===== src/rtl/ws281x_pkg.sv =====
// Shared WS281x timing constants, ns-to-cycle conversion and receiver state encoding.
// Used by the receiver and by the matching transmitter so both agree on the line timing.
package ws281x_pkg;

   localparam int unsigned ClkFreqDef   = 25_000_000;
   localparam int unsigned ThreshNsDef  = 600;
   localparam int unsigned ResetNsDef   = 50_000;
   localparam int unsigned MaxHighNsDef = 2_000;
   localparam int unsigned MinHighNsDef = 100;

   // Transmit-side pulse shapes, kept here so the driver shares one timing source
   localparam int unsigned T0HighNs = 400;
   localparam int unsigned T1HighNs = 800;
   localparam int unsigned BitNs    = 1_250;

   localparam int unsigned WordW   = 24;
   localparam int unsigned BitCntW = $clog2(WordW);

   typedef enum logic [1:0] {
      WAIT_GAP = 2'd0,
      IDLE     = 2'd1,
      HIGH     = 2'd2,
      LOW      = 2'd3
   } ws281x_rx_state_e;

   // Truncating conversion; MHz first keeps the intermediate product within 32 bits
   function automatic int unsigned ns_to_cycles(input int unsigned clk_freq,
                                                input int unsigned ns);
      return clk_freq / 1_000_000 * ns / 1000;
   endfunction

endpackage


===== src/rtl/prim_flop_2sync.sv =====
// Two-flop synchroniser for asynchronous inputs, asynchronous active-high reset.
module prim_flop_2sync #(
   parameter int unsigned       Width      = 1,
   parameter logic [Width-1:0]  ResetValue = '0
) (
   input  logic              clk_i,
   input  logic              rst_i,
   input  logic [Width-1:0]  d_i,
   output logic [Width-1:0]  q_o
);

   logic [Width-1:0] meta_q;

   always_ff @(posedge clk_i or posedge rst_i) begin
      if (rst_i) begin
         meta_q <= ResetValue;
         q_o    <= ResetValue;
      end else begin
         meta_q <= d_i;
         q_o    <= meta_q;
      end
   end

endmodule


===== src/rtl/ws281x_rx.sv =====
// WS281x serial receiver: measures high-pulse widths to decode bits, assembles 24-bit
// words into a ready/valid holding register and flags latch gaps and protocol errors.
module ws281x_rx
   import ws281x_pkg::*;
#(
   parameter int unsigned ClkFreq   = ClkFreqDef,
   parameter int unsigned ThreshNs  = ThreshNsDef,
   parameter int unsigned ResetNs   = ResetNsDef,
   parameter int unsigned MaxHighNs = MaxHighNsDef,
   parameter int unsigned MinHighNs = MinHighNsDef
) (
   input  logic             clk_i,
   input  logic             rst_i,
   input  logic             ws281x_din_i,
   output logic [WordW-1:0] data_o,
   output logic             data_valid_o,
   input  logic             data_ready_i,
   output logic             frame_end_o,
   output logic             overflow_o,
   output logic             err_o,
   output logic             idle_o
);

   localparam int unsigned ThreshCycles  = ns_to_cycles(ClkFreq, ThreshNs);
   localparam int unsigned ResetCycles   = ns_to_cycles(ClkFreq, ResetNs);
   localparam int unsigned MaxHighCycles = ns_to_cycles(ClkFreq, MaxHighNs);
   localparam int unsigned MinHighCycles = ns_to_cycles(ClkFreq, MinHighNs);
   localparam int unsigned CntW          = $clog2(ResetCycles + 1);

   ws281x_rx_state_e   state_q, state_d;
   logic               din_s, din_d_q;
   logic [CntW-1:0]    cnt_q, cnt_d, cnt_inc_c;
   logic [BitCntW-1:0] bit_cnt_q, bit_cnt_d;
   logic [WordW-2:0]   shift_q, shift_d;
   logic [WordW-1:0]   word_c, data_q;
   logic               valid_q, frame_end_q, overflow_q, err_q, idle_q;
   logic               rise_c, gap_hit_c, long_high_c, short_high_c, bit_val_c, last_bit_c;
   logic               word_done_c, err_c, frame_end_c;

   prim_flop_2sync #(
      .Width      (1),
      .ResetValue (1'b0)
   ) u_din_sync (
      .clk_i (clk_i),
      .rst_i (rst_i),
      .d_i   (ws281x_din_i),
      .q_o   (din_s)
   );

   // One counter serves both high and low run lengths; it never wraps
   assign cnt_inc_c    = (cnt_q == {CntW{1'b1}}) ? cnt_q : cnt_q + CntW'(1);
   assign rise_c       = din_s & ~din_d_q;
   assign gap_hit_c    = cnt_inc_c >= CntW'(ResetCycles);
   assign long_high_c  = cnt_inc_c > CntW'(MaxHighCycles);
   assign short_high_c = cnt_q < CntW'(MinHighCycles);
   assign bit_val_c    = cnt_q >= CntW'(ThreshCycles);
   assign last_bit_c   = bit_cnt_q == BitCntW'(WordW - 1);
   assign word_c       = {shift_q, bit_val_c};

   always_ff @(posedge clk_i or posedge rst_i) begin
      if (rst_i) state_q <= WAIT_GAP;
      else       state_q <= state_d;
   end

   always_comb begin
      state_d = state_q;
      case (state_q)
         WAIT_GAP: if (!din_s && gap_hit_c) state_d = IDLE;
         IDLE:     if (rise_c) state_d = HIGH;
         HIGH: begin
            if (!din_s)          state_d = LOW;
            else if (long_high_c) state_d = WAIT_GAP;
         end
         LOW: begin
            if (din_s)                                state_d = HIGH;
            else if (cnt_inc_c == CntW'(ResetCycles)) state_d = IDLE;
         end
         default: state_d = WAIT_GAP;
      endcase
   end

   always_comb begin
      cnt_d       = cnt_q;
      bit_cnt_d   = bit_cnt_q;
      shift_d     = shift_q;
      word_done_c = 1'b0;
      err_c       = 1'b0;
      frame_end_c = 1'b0;
      case (state_q)
         WAIT_GAP: begin
            // Decoding stays off until a full low gap has been seen
            cnt_d     = (din_s || gap_hit_c) ? '0 : cnt_inc_c;
            bit_cnt_d = '0;
            shift_d   = '0;
         end
         IDLE: cnt_d = rise_c ? CntW'(1) : '0;
         HIGH: begin
            if (din_s) begin
               if (long_high_c) begin
                  err_c     = 1'b1;
                  cnt_d     = '0;
                  bit_cnt_d = '0;
                  shift_d   = '0;
               end else begin
                  cnt_d = cnt_inc_c;
               end
            end else begin
               // The falling-edge sample is the first low cycle
               cnt_d = CntW'(1);
               if (short_high_c) begin
                  err_c = 1'b1;
               end else begin
                  shift_d = word_c[WordW-2:0];
                  if (last_bit_c) begin
                     word_done_c = 1'b1;
                     bit_cnt_d   = '0;
                  end else begin
                     bit_cnt_d = bit_cnt_q + BitCntW'(1);
                  end
               end
            end
         end
         LOW: begin
            if (din_s) begin
               cnt_d = CntW'(1);
            end else if (cnt_inc_c == CntW'(ResetCycles)) begin
               frame_end_c = 1'b1;
               cnt_d       = '0;
               bit_cnt_d   = '0;
               shift_d     = '0;
               err_c       = bit_cnt_q != '0;
            end else begin
               cnt_d = cnt_inc_c;
            end
         end
         default: begin
            cnt_d     = '0;
            bit_cnt_d = '0;
            shift_d   = '0;
         end
      endcase
   end

   always_ff @(posedge clk_i or posedge rst_i) begin
      if (rst_i) begin
         din_d_q   <= 1'b0;
         cnt_q     <= '0;
         bit_cnt_q <= '0;
         shift_q   <= '0;
      end else begin
         din_d_q   <= din_s;
         cnt_q     <= cnt_d;
         bit_cnt_q <= bit_cnt_d;
         shift_q   <= shift_d;
      end
   end

   // Holding register: an unaccepted word is never overwritten
   always_ff @(posedge clk_i or posedge rst_i) begin
      if (rst_i) begin
         data_q      <= '0;
         valid_q     <= 1'b0;
         overflow_q  <= 1'b0;
         frame_end_q <= 1'b0;
         err_q       <= 1'b0;
         idle_q      <= 1'b1;
      end else begin
         overflow_q  <= word_done_c && valid_q && !data_ready_i;
         frame_end_q <= frame_end_c;
         err_q       <= err_c;
         idle_q      <= (state_d == WAIT_GAP) || (state_d == IDLE);
         if (word_done_c) begin
            if (!valid_q || data_ready_i) begin
               data_q  <= word_c;
               valid_q <= 1'b1;
            end
         end else if (valid_q && data_ready_i) begin
            valid_q <= 1'b0;
         end
      end
   end

   assign data_o       = data_q;
   assign data_valid_o = valid_q;
   assign frame_end_o  = frame_end_q;
   assign overflow_o   = overflow_q;
   assign err_o        = err_q;
   assign idle_o       = idle_q;

endmodule

===== config.mk =====
export PLATFORM = sky130hd
export DESIGN_NAME = ws281x_rx
export DESIGN_NICKNAME = d
export VERILOG_FILES = /design/src/rtl/ws281x_pkg.sv /design/src/rtl/prim_flop_2sync.sv /design/src/rtl/ws281x_rx.sv
export SDC_FILE = /design/constraint.sdc
export NUM_CORES = 1
export LEC_CHECK = 0
export ABC_AREA = 1
export CAP_MARGIN = 20
export CELL_PAD_IN_SITES_DETAIL_PLACEMENT = 1
export CELL_PAD_IN_SITES_GLOBAL_PLACEMENT = 2
export CORE_MARGIN = 2
export CORE_UTILIZATION = 34
export DETAILED_ROUTE_END_ITERATION = 16
export GPL_TIMING_DRIVEN = 0
export PLACE_DENSITY = 0.79
export SLEW_MARGIN = 30
export SYNTH_ARGS = -nofsm -noshare
export SYNTH_HDL_FRONTEND = slang
export SYNTH_HIERARCHICAL = 1
export SYNTH_SLANG_ARGS = --single-unit

===== constraint.sdc =====
create_clock -name clk_i -period 2.92 [get_ports clk_i]
set_input_delay 0.73 -clock clk_i [delete_from_list [all_inputs] [get_ports clk_i]]
set_output_delay 0.73 -clock clk_i [all_outputs]
set_load 0.05 [all_outputs]

==> results of run 1 <==
[power by group through the flow]
| stage | clock network [mW] | registers, mW | logic (mW) |
|---|---|---|---|
| global placement | 0 | 1.04 | 0.0774 |
| global route | 1.22 | 1.03 | 0.0942 |
| floorplan | 0 | 1.04 | 0.0540 |
| detailed placement | 0 | 1.04 | 0.0837 |
| CTS | 1.18 | 1.02 | 0.0840 |
| finish | 1.15 | 1.02 | 0.0826 |
[worst max-delay path, cell delays in order, from the launching register on]
cell	delay [ns]
dfrtp_1	0.46
ha_2	0.26
nand2_2	0.08
nor2_4	0.17
nand3_4	0.12
buf_6	0.17
xor2_1	0.20
nand2_1	0.09
nor2_1	0.11
nand3_1	0.17
nand2_4	0.17
nand2_4	0.07
buf_6	0.16
buf_6	0.15
nand4_1	0.10
nand2_1	0.06
[area by class of cell]
class,count,area (um2)
fill,1341,6270
clock inverter,6,65.1
inverter,57,216
clock buffer,10,239
multi-input combinational,338,1670
tap,140,175
buffer,21,130
sequential,73,1830
timing repair buffer,33,348
[Yosys cell counts, types with 5 or more instances]
master    number  share of area
nand2_4        5          0.015
nand4_1       39          0.064
dfrtp_1       72           0.47
clkbuf_1      10         0.0098
o21ai_0       27          0.035
o21ai_1        5         0.0065
nor2_1        51          0.050
nand2_2        6         0.0098
nand3_1       43          0.056
buf_6          6          0.018
inv_1         55          0.054
nand2_1      129           0.13
[registers in the layout (all words and copies together) (netlist names), 2 cells and up]
signal,count
data_o,24
shift_q,23
cnt_q,11
bit_cnt_q,5
state_q,2
[worst max-delay path by stage]
stage / from / endpoint
global route: cnt_q[0]$_DFF_PP0_ / shift_q[4]$_DFFE_PP0P_
finish: cnt_q[0]$_DFF_PP0_ / shift_q[4]$_DFFE_PP0P_
CTS: cnt_q[6]$_DFF_PP0_ / data_o[17]$_DFFE_PP0P_
global placement: rst_i / data_o[1]$_DFFE_PP0P_
floorplan: rst_i / bit_cnt_q[0]$_DFFE_PP0P_
detailed placement: cnt_q[6]$_DFF_PP0_ / data_o[17]$_DFFE_PP0P_
[per-stage QoR]
stage                     setup TNS (ns)  utilization  hold slack, ns
after floorplan                        0            -           0.331
after global placement            -70.71        0.396           0.338
after detailed placement               0        0.399           0.341
after CTS                              0        0.426           0.352
after global routing                   0        0.427           0.379
final                                  0        0.427           0.350
[routing by layer]
layer / global-route usage / up-vias / wire [um]
met5: 0 / - / 0
met4: 0.0500 / 0 / 124
met3: 0.0347 / 12 / 343
met2: 0.328 / 52 / 5170
met1: 0.255 / 1722 / 5030
li1: - / 1686 / -
[timing repair]
action                     CTS  global route
setup endpoints to repair    0            28
gates resized for setup      0             3
hold buffers                 0             0
[logic make-up (layout without fill, tap and decap cells)]
group                      after synthesis  count (layout)  synth area share
DFF                                     73              73             0.477
AOI/OAI and AO/OA                       44              44            0.0630
xor gates and xnor gates                 3               3           0.00686
adders and majority gates                3               3           0.00979
and+or+nand+nor                        288             288             0.354
buffers and inverters                   78             127            0.0891
==> key figures, run 1 <==
Synth
  • Syn_nets: 496
  • Post-synth ARST share: 1.00
  • Synth Instances: between 400 and 500
  • Synth cell types: 35
  • Synth Area per Inst: 7.84 um2
  • Yosys reg bits: 73
  • EDFF count, synth: 0
  • Seq/Total Area, Yosys: 0.477
  • Synth Flop Type: dfrtp_1
  • Area of the mapped netlist: 0.00383 mm2
  • Synth Warn #: 6

Layout
  • Most frequent cells in the layout: nand2_1 (129), dfrtp_1 (72), inv_1 (54), nor2_1 (51), nand3_1 (43)
  • P&R area growth vs syn: 21.8%
  • Commonest non-fill, non-tap cell in the layout: nand2_1
  • Design area: 0.00467 mm2
  • Fin cells: between 600 and 700
  • Final nets: 540
  • Share of cells above drive strength 1: 0.102
  • N_diodes: 0

Timing
  • Final WS setup: around 0.26 ns
  • Slew headroom: 0.663
  • Final Skew: about 0.0081 ns
  • Worst-margin pin slew: 0.504 ns
  • Max Fclk: 376 MHz
  • RSZ-0062 raised after global routing: false
  • Final Slew Violations: 0
  • Setup Viol. Count Final: 0
  • Final hold viol count: 0
  • Final Critical Period: 2.66 ns
  • Final worst-path cycle share: 0.912

Setup path
  • Critical setup path kind: register to register
  • Crit Reg-Reg Endpoint: shift_q[4]$_DFFE_PP0P_
  • Critical Path AT: 2.90 ns
  • CP endpoint kind: register
  • R2R setup slack: around 0.26 ns
  • Element type at the critical path start: register
  • CP required: between 3 and 4 ns
  • CP max FO: 10
  • Reg2reg path depth: 15
  • FF-to-FF Start: cnt_q[0]$_DFF_PP0_

GRT
  • Grt total ovfl: 0
  • Vias in the first global route: 3639
  • Total track usage: 0.193
  • Largest net degree at the start of global routing: 46
  • Initial antenna violation count: 0
  • First-pass GRT wire length: 17900 um

Worst hold path
  • Worst Hold Path EP: u_din_sync/q_o$_DFF_PP0_
  • Hold Path Class: register to register
  • Hold_sp: u_din_sync/meta_q$_DFF_PP0_
  • Hold path depth: 0

Power
  • Internal power: 1.73 mW
  • Peak VDD IR: 0.000213 V
  • Clock share of power: 0.510
  • Final Total Pwr: 2.26 mW
  • Reg power frac: 0.454
  • Lkg Pwr: between 2 and 2.5 nW
  • PwrDens: 484 mW/mm2
  • Switching power: 0.531 mW
  • Sw Ratio: 0.235
  • Comb pwr share: 0.037

CTS
  • CTS Sinks: 73
  • CTS Buffer Depth: 2
  • CTS H-tree lvls: 3
  • CTS clk-pin slew, worst paths: 0.06 ns
  • Later-pin clock latency in the skew report: 0.34 ns
  • Total CTS buffers: 9
  • Post-CTS setup buffer count: 0
  • CTS tree: yes
  • CTS root buffer: clkbuf_16

Floorplanning
  • Die height: 110 um
  • Core region area: 0.0109 mm2
  • Num ports: 33
  • FP Rows: 38
  • Die area: 0.0121 mm2
  • Initial Utilization: 0.351
  • Die X: 110 um

Placed design
  • DP Cell Count: between 600 and 700
  • DP HPWL: 7730 um
  • Buffers added on ports: 32
  • Placed Area: about 0.0044 mm2
  • Post-Place Setup Slack: 0.0783 ns
  • Placer Congestion: 0.797

Drt
  • Avg WL per Cell: 15.7 um
  • DRC viols: 0
  • Vias per cell: just over 5
  • Total wire length: 10700 um
  • Drt first pass iters: 4
  • Post-route ant nets: 0
  • Routed via count: 3472
  • Initial drt markers: 112

Outcome
  • Status: complete, no violations

Flow run
  • Max Cap Violations: 0
(Power assumes the default switching activity.)
==> inputs of run 2 (changes only) <==
CAP_MARGIN = 0   (was 20)
CORE_UTILIZATION = 35   (was 34)
CTS_BUF_LIST = sky130_fd_sc_hd__clkbuf_8   (was default)
PLACE_DENSITY = 0.81   (was 0.79)
==> run 2 against run 1 <==
  * Combinational power fell by 4.4%
  * Power fell by 4.5%
  * Critical path depth did not move
  * Clock power fell by 9%
  * Final cell count did not move
  * Global-route usage rose by 0.071 points
  * Sequential share of layout area rose by 0.41 points
  * Largest cell class unchanged
==> key figures, run 2 (synthesis results as in run 1) <==
CTS
  • CTS clk-pin slew, worst paths: 0.08 ns (+0.02 ns)
  • CTS Buffer Depth: 2 (unchanged)
  • CTS tree: yes
  • CTS root buffer: clkbuf_8
  • Post-CTS Hold Buffers: 0 (unchanged)
  • CTS Sinks: 73 (unchanged)
  • Total CTS buffers: 9 (unchanged)
  • Later-pin clock latency in the skew report: 0.35 ns (about the same)
  • CTS resizes: 0 (unchanged)
  • Post-CTS setup buffer count: 0 (unchanged)
  • CTS H-tree lvls: 3 (unchanged)

Drt
  • DRC viols: 0 (unchanged)
  • Post-route ant nets: 0 (unchanged)
  • Vias per cell: 5.05 (-1.5%)
  • Drt first pass iters: 4 (unchanged)
  • Routed via count: 3421 (-1.5%)
  • Total wire length: 10200 um (-4.5%)
  • Initial drt markers: 165 (+47%)
  • Avg WL per Cell: 15.0 um (-4.5%)

Layout
  • Max reg flops: 24 (unchanged)
  • Fin util: 0.430 (+0.00301)
  • Share of cells above drive strength 1: 0.0985 (-0.00372)
  • Most frequent cells in the layout: nand2_1 (129), dfrtp_1 (72), inv_1 (55), nor2_1 (51), nand3_1 (43)
  • P&R area growth vs syn: 20.5%
  • N_diodes: 0 (unchanged)
  • Commonest non-fill, non-tap cell in the layout: nand2_1
  • Final nets: 540 (unchanged)

Setup path
  • CP required: 3.16 ns (about the same)
  • Critical setup path kind: register to register
  • Critical Path AT: 2.93 ns (+0.03 ns)
  • Most used cell, CP: buf_6
  • Crit-path max cell delay: 0.46 ns (about the same)
  • Slowest-stage cell, CP: dfrtp_1
  • CP endpoint kind: register
  • Element type at the critical path start: register
  • Crit-path cells: ha_1, nand2_2, nor2_4, nand3_4, buf_6, xor2_1, nand2_1, nor2_1, nand3_1, nand2_4, nand2_4, buf_6, buf_6, nand4_1, nand2_1
  • CP max FO: 10 (unchanged)

Power
  • Peak VDD IR: 0.000247 V (+16%)
  • Lkg Pwr: 2.10 nW (-0.69%)
  • Final Total Pwr: 2.16 mW (-4.5%)
  • PwrDens: 467 mW/mm2 (-3.5%)

Placed design
  • DP HPWL: 7550 um (-2.3%)
  • Placer Congestion: 0.778 (-2.4%)
  • Buffers added on ports: 32 (unchanged)

Timing
  • RSZ-0062 raised after global routing: false
  • Slew headroom: 0.657 (-0.00630)
  • Final Slew Violations: 0 (unchanged)
  • Final Skew: 0.0119 ns (+0.00378 ns)
  • Hold_ws: 0.357 ns (+0.00725 ns)
  • Final hold viol count: 0 (unchanged)
  • Final worst-path cycle share: 0.923 (+0.0110)
  • Max Fclk: 371 MHz (-1.2%)
  • Setup Viol. Count Final: 0 (unchanged)
  • Worst-margin pin slew: 0.513 ns (+0.00942 ns)
  • Final Critical Period: 2.69 ns (+0.0320 ns)

Floorplanning
  • Initial Utilization: 0.357 (+0.00620)
  • Die X: 109 um (-1.4%)
  • Num ports: 33 (unchanged)
  • Core region area: 0.0107 mm2 (-1.7%)
  • FP Rows: 38 (unchanged)
  • Die area: 0.0118 mm2 (-2.7%)
  • Die height: 109 um (-1.4%)

GRT
  • Vias in the first global route: 3520 (-3.3%)
  • Grt total ovfl: 0 (unchanged)
  • Largest net degree at the start of global routing: 39 (-15%)
  • First-pass GRT wire length: 17800 um (-0.85%)
  • Initial antenna violation count: 0 (unchanged)
  • Total track usage: 0.194 (+0.000711)

Worst hold path
  • Hold Path Class: register to register

Outcome
  • Status: complete, no violations

Flow run
  • Max Cap Violations: 0 (unchanged)
## run 2: cell type report
type                       count  area (um2)
fill                        1329        6130
sequential                    73        1830
multi-input combinational    338        1660
timing repair buffer          33         340
inverter                      57         216
tap                          140         175
clock inverter                 7         141
buffer                        21         130
clock buffer                   9         124
## run 2: worst paths after layout
kind	startpoint	end	slack, ns	cells after the start
worst min-delay path	u_din_sync/meta_q$_DFF_PP0_	u_din_sync/q_o$_DFF_PP0_	0.36	0
max in group asynchronous	rst_i	data_o[3]$_DFFE_PP0P_	1.57	3
worst max register to register	cnt_q[0]$_DFF_PP0_	shift_q[6]$_DFFE_PP0P_	0.23	15
min in group asynchronous	rst_i	u_din_sync/meta_q$_DFF_PP0_	0.61	2
worst min register to register	u_din_sync/meta_q$_DFF_PP0_	u_din_sync/q_o$_DFF_PP0_	0.36	0
worst max-delay path	cnt_q[0]$_DFF_PP0_	shift_q[6]$_DFFE_PP0P_	0.23	15
## run 2: metal layers
layer,part of all wire,global-route usage,wire length [um]
met1,0.48,0.257,4870
met3,0.031,0.0430,318
met2,0.47,0.317,4830
met4,0.017,0.0595,169
met5,0,0,0
## run 2: stage by stage
| stage | setup TNS [ns] | setup slack [ns] | cell area (um2) | std cells |
|---|---|---|---|---|
| final | 0 | 0.226 | 4620 | 678 |
| after global routing | 0 | 0.0296 | 4620 | 678 |
| after CTS | 0 | 0.0593 | 4620 | 678 |
| after detailed placement | 0 | 0.0987 | 4350 | 662 |
| after global placement | -72.07 | -1.03 | 4330 | 661 |
| after floorplan | 0 | 0.395 | 3830 | 489 |
## run 2: report_power, final
part           leakage [nW]  internal (mW)  switching, mW
clock network         0.135          0.656          0.398
logic                 0.960         0.0222         0.0569
registers              1.01           1.02        0.00754
total                  2.10           1.69          0.463
## run 2: critical path: cells and delay by family, from the launching register on
kind                       cells  cell delay [ns]
buffers and inverters          3             0.46
DFF                            1             0.46
xor gates and xnor gates       1             0.20
and+or+nand+nor               10             1.15
adders and majority gates      1             0.28
==> inputs of run 3 (changes only) <==
REMOVE_ABC_BUFFERS = 1   (was default)
==> run 3 against run 2 <==
  * Non-clock buffer count down 15
  * Sequential share of layout area down 0.26 points
  * Power down 8.1%
  * Via count down 0.99%
  * Clock skew down 0.0016 ns
  * Cell area up 0.65%
  * First-iteration DRC count down 24%
  * Clock power down 17%
  * Wire length down 0.75%
  * Register-to-register slack about the same
  * Worst setup slack better by 0.0082 ns
  * Die area unchanged
  * Largest cell class unchanged
  * Largest power group is now registers
==> key figures, run 3 (synthesis results as in run 1) <==
Outcome
  • Status: complete, no violations

Drt
  • Drt first pass iters: 6 (+2)
  • Vias per cell: 5.08 (+0.64%)
  • Initial drt markers: 126 (-24%)
  • DRC viols: 0 (unchanged)
  • Routed via count: 3387 (-0.99%)
  • Avg WL per Cell: 15.2 um (+0.89%)
  • Post-route ant nets: 0 (unchanged)
  • Total wire length: 10100 um (-0.75%)

Floorplanning
  • Die height: 109 um (unchanged)
  • FP Rows: 38 (unchanged)
  • Initial Utilization: 0.357 (unchanged)
  • Die area: 0.0118 mm2 (unchanged)
  • Die X: 109 um (unchanged)
  • Num ports: 33 (unchanged)
  • Core region area: 0.0107 mm2 (unchanged)

Timing
  • Worst-margin pin slew: 0.760 ns (+0.246 ns)
  • Final Slew Violations: 0 (unchanged)
  • Final hold viol count: 0 (unchanged)
  • Final WS setup: 0.234 ns (+0.00816 ns)
  • Final worst-path cycle share: 0.920 (-0.00279)
  • RSZ-0062 raised after global routing: false
  • Max Fclk: 372 MHz (+0.30%)
  • Slew headroom: 0.491 (-0.165)
  • Final Skew: 0.0103 ns (-0.00160 ns)
  • Setup Viol. Count Final: 0 (unchanged)
  • Final Critical Period: 2.69 ns (-0.00816 ns)

Layout
  • P&R area growth vs syn: 21.3%
  • Most frequent cells in the layout: nand2_1 (126), dfrtp_1 (72), inv_1 (54), nor2_1 (51), nand3_1 (42)
  • Share of cells above drive strength 1: 0.110 (+0.0115)
  • Footprint of the multi-input gates: 0.00181 mm2 (+8.7%)
  • Flip-flop and latch area: 0.00183 mm2 (unchanged)
  • Final nets: 530 (-1.9%)
  • Commonest non-fill, non-tap cell in the layout: nand2_1
  • Max reg flops: 24 (unchanged)
  • Design area: 0.00465 mm2 (+0.65%)
  • N_diodes: 0 (unchanged)
  • Fin util: 0.433 (+0.00279)
  • Filler Cell Count: 1286 (-3.2%)

Placed design
  • Placer Congestion: 0.870 (+12%)
  • Placed Area: 0.00427 mm2 (-2.0%)
  • Buffers added on ports: 32 (unchanged)
  • Post-Place Setup Slack: -0.136 ns (-0.235 ns)
  • DP HPWL: 6460 um (-14%)

Setup path
  • Reg2reg path depth: 12 (-3)
  • Critical Path AT: 2.93 ns (about the same)
  • R2R setup slack: 0.23 ns (about the same)
  • FF-to-FF Start: cnt_q[0]$_DFF_PP0_
  • Critical setup path kind: register to register
  • Element type at the critical path start: register
  • Crit Reg-Reg Endpoint: shift_q[21]$_DFFE_PP0P_
  • CP required: 3.16 ns (about the same)
  • CP max FO: 12 (+2)
  • CP endpoint kind: register

GRT
  • Initial antenna violation count: 0 (unchanged)
  • Met2 usage: 0.290 (-0.0268)
  • Layer with the highest usage: met2
  • Met1 usage: 0.233 (-0.0238)
  • Grt total ovfl: 0 (unchanged)
  • Largest net degree at the start of global routing: 47 (+21%)
  • Vias in the first global route: 3294 (-6.4%)
  • Met3 global-route usage: 0.0299 (-0.0132)
  • First-pass GRT wire length: 16100 um (-9.3%)
  • Total track usage: 0.176 (-0.0176)

Worst hold path
  • Hold Path Class: register to register
  • Hold path depth: 0 (unchanged)
  • Hold_sp: u_din_sync/meta_q$_DFF_PP0_
  • Worst Hold Path EP: u_din_sync/q_o$_DFF_PP0_

CTS
  • CTS Buffer Depth: 2 (unchanged)
  • CTS H-tree lvls: 3 (unchanged)
  • CTS root buffer: clkbuf_8
  • CTS clk-pin slew, worst paths: 0.08 ns (about the same)
  • CTS tree: yes
  • Later-pin clock latency in the skew report: 0.36 ns (about the same)
  • Total CTS buffers: 9 (unchanged)
  • CTS Sinks: 73 (unchanged)
  • Post-CTS Hold Buffers: 0 (unchanged)

Power
  • Final Total Pwr: 1.98 mW (-8.1%)
  • PwrDens: 426 mW/mm2 (-8.7%)
  • Lkg Pwr: 2.12 nW (+0.61%)
  • Peak VDD IR: 0.000241 V (-2.5%)

Flow run
  • Max Cap Violations: 0 (unchanged)
## run 3: cell type report
class | instances | share of cell area
flip-flops and latches | 73 | 0.393
multi-input cells | 343 | 0.389
repair buffers | 39 | 0.0888
inverters | 57 | 0.0466
well taps | 140 | 0.0377
clock buffers | 9 | 0.0266
clock inverters | 6 | 0.0180
## run 3: per-layer routing
metal	wire [um]	share of wire	vias to the layer above
met1	4880	0.48	1652
met2	4770	0.47	47
met5	0	0	-
met4	148	0.015	0
met3	310	0.031	12
li1	-	-	1676
## run 3: how the worst max path moves through the flow
stage / startpoint / end / depth (start not counted)
5_1_grt: cnt_q[0]$_DFF_PP0_ / shift_q[7]$_DFFE_PP0P_ / 13
3_5_place_dp: cnt_q[0]$_DFF_PP0_ / shift_q[21]$_DFFE_PP0P_ / 14
2_1_floorplan: rst_i / bit_cnt_q[0]$_DFFE_PP0P_ / 1
3_3_place_gp: rst_i / data_o[22]$_DFFE_PP0P_ / 2
6_report: cnt_q[0]$_DFF_PP0_ / shift_q[21]$_DFFE_PP0P_ / 12
4_1_cts: cnt_q[0]$_DFF_PP0_ / shift_q[21]$_DFFE_PP0P_ / 12
## run 3: worst max-delay path, stage by stage (launching register included)
cell     delay, ns
dfrtp_1       0.44
ha_1          0.26
nand2_2       0.09
nor2_4        0.21
nand3_4       0.20
o21ai_4       0.23
nand2_1       0.07
nor2_1        0.27
nand4_4       0.22
nand2_8       0.23
nand3_4       0.17
nand2_1       0.12
nand2_1       0.05
## run 3: metrics by stage
| step | hold WS (ns) | TNS [ns] | instances |
|---|---|---|---|
| 5_1_grt | 0.373 | 0 | 667 |
| 3_3_place_gp | 0.335 | -85.44 | 640 |
| 6_report | 0.359 | 0 | 667 |
| 4_1_cts | 0.360 | 0 | 658 |
| 3_5_place_dp | 0.342 | -3.23 | 642 |
| 2_1_floorplan | 0.331 | 0 | 468 |
## run 3: what timing repair did
| action | in CTS | in global routing |
|---|---|---|
| endpoints found under the setup margin | 28 | 31 |
| setup buffers | 0 | 5 |
| pin swaps | 1 | 5 |
| resized for setup | 2 | 11 |
| cloned | 1 | 4 |
## run 3: where the power goes
part           total, mW  switching, mW  internal, mW
sequential          1.02        0.00890          1.02
clock              0.873          0.399         0.474
combinational     0.0848         0.0600        0.0247
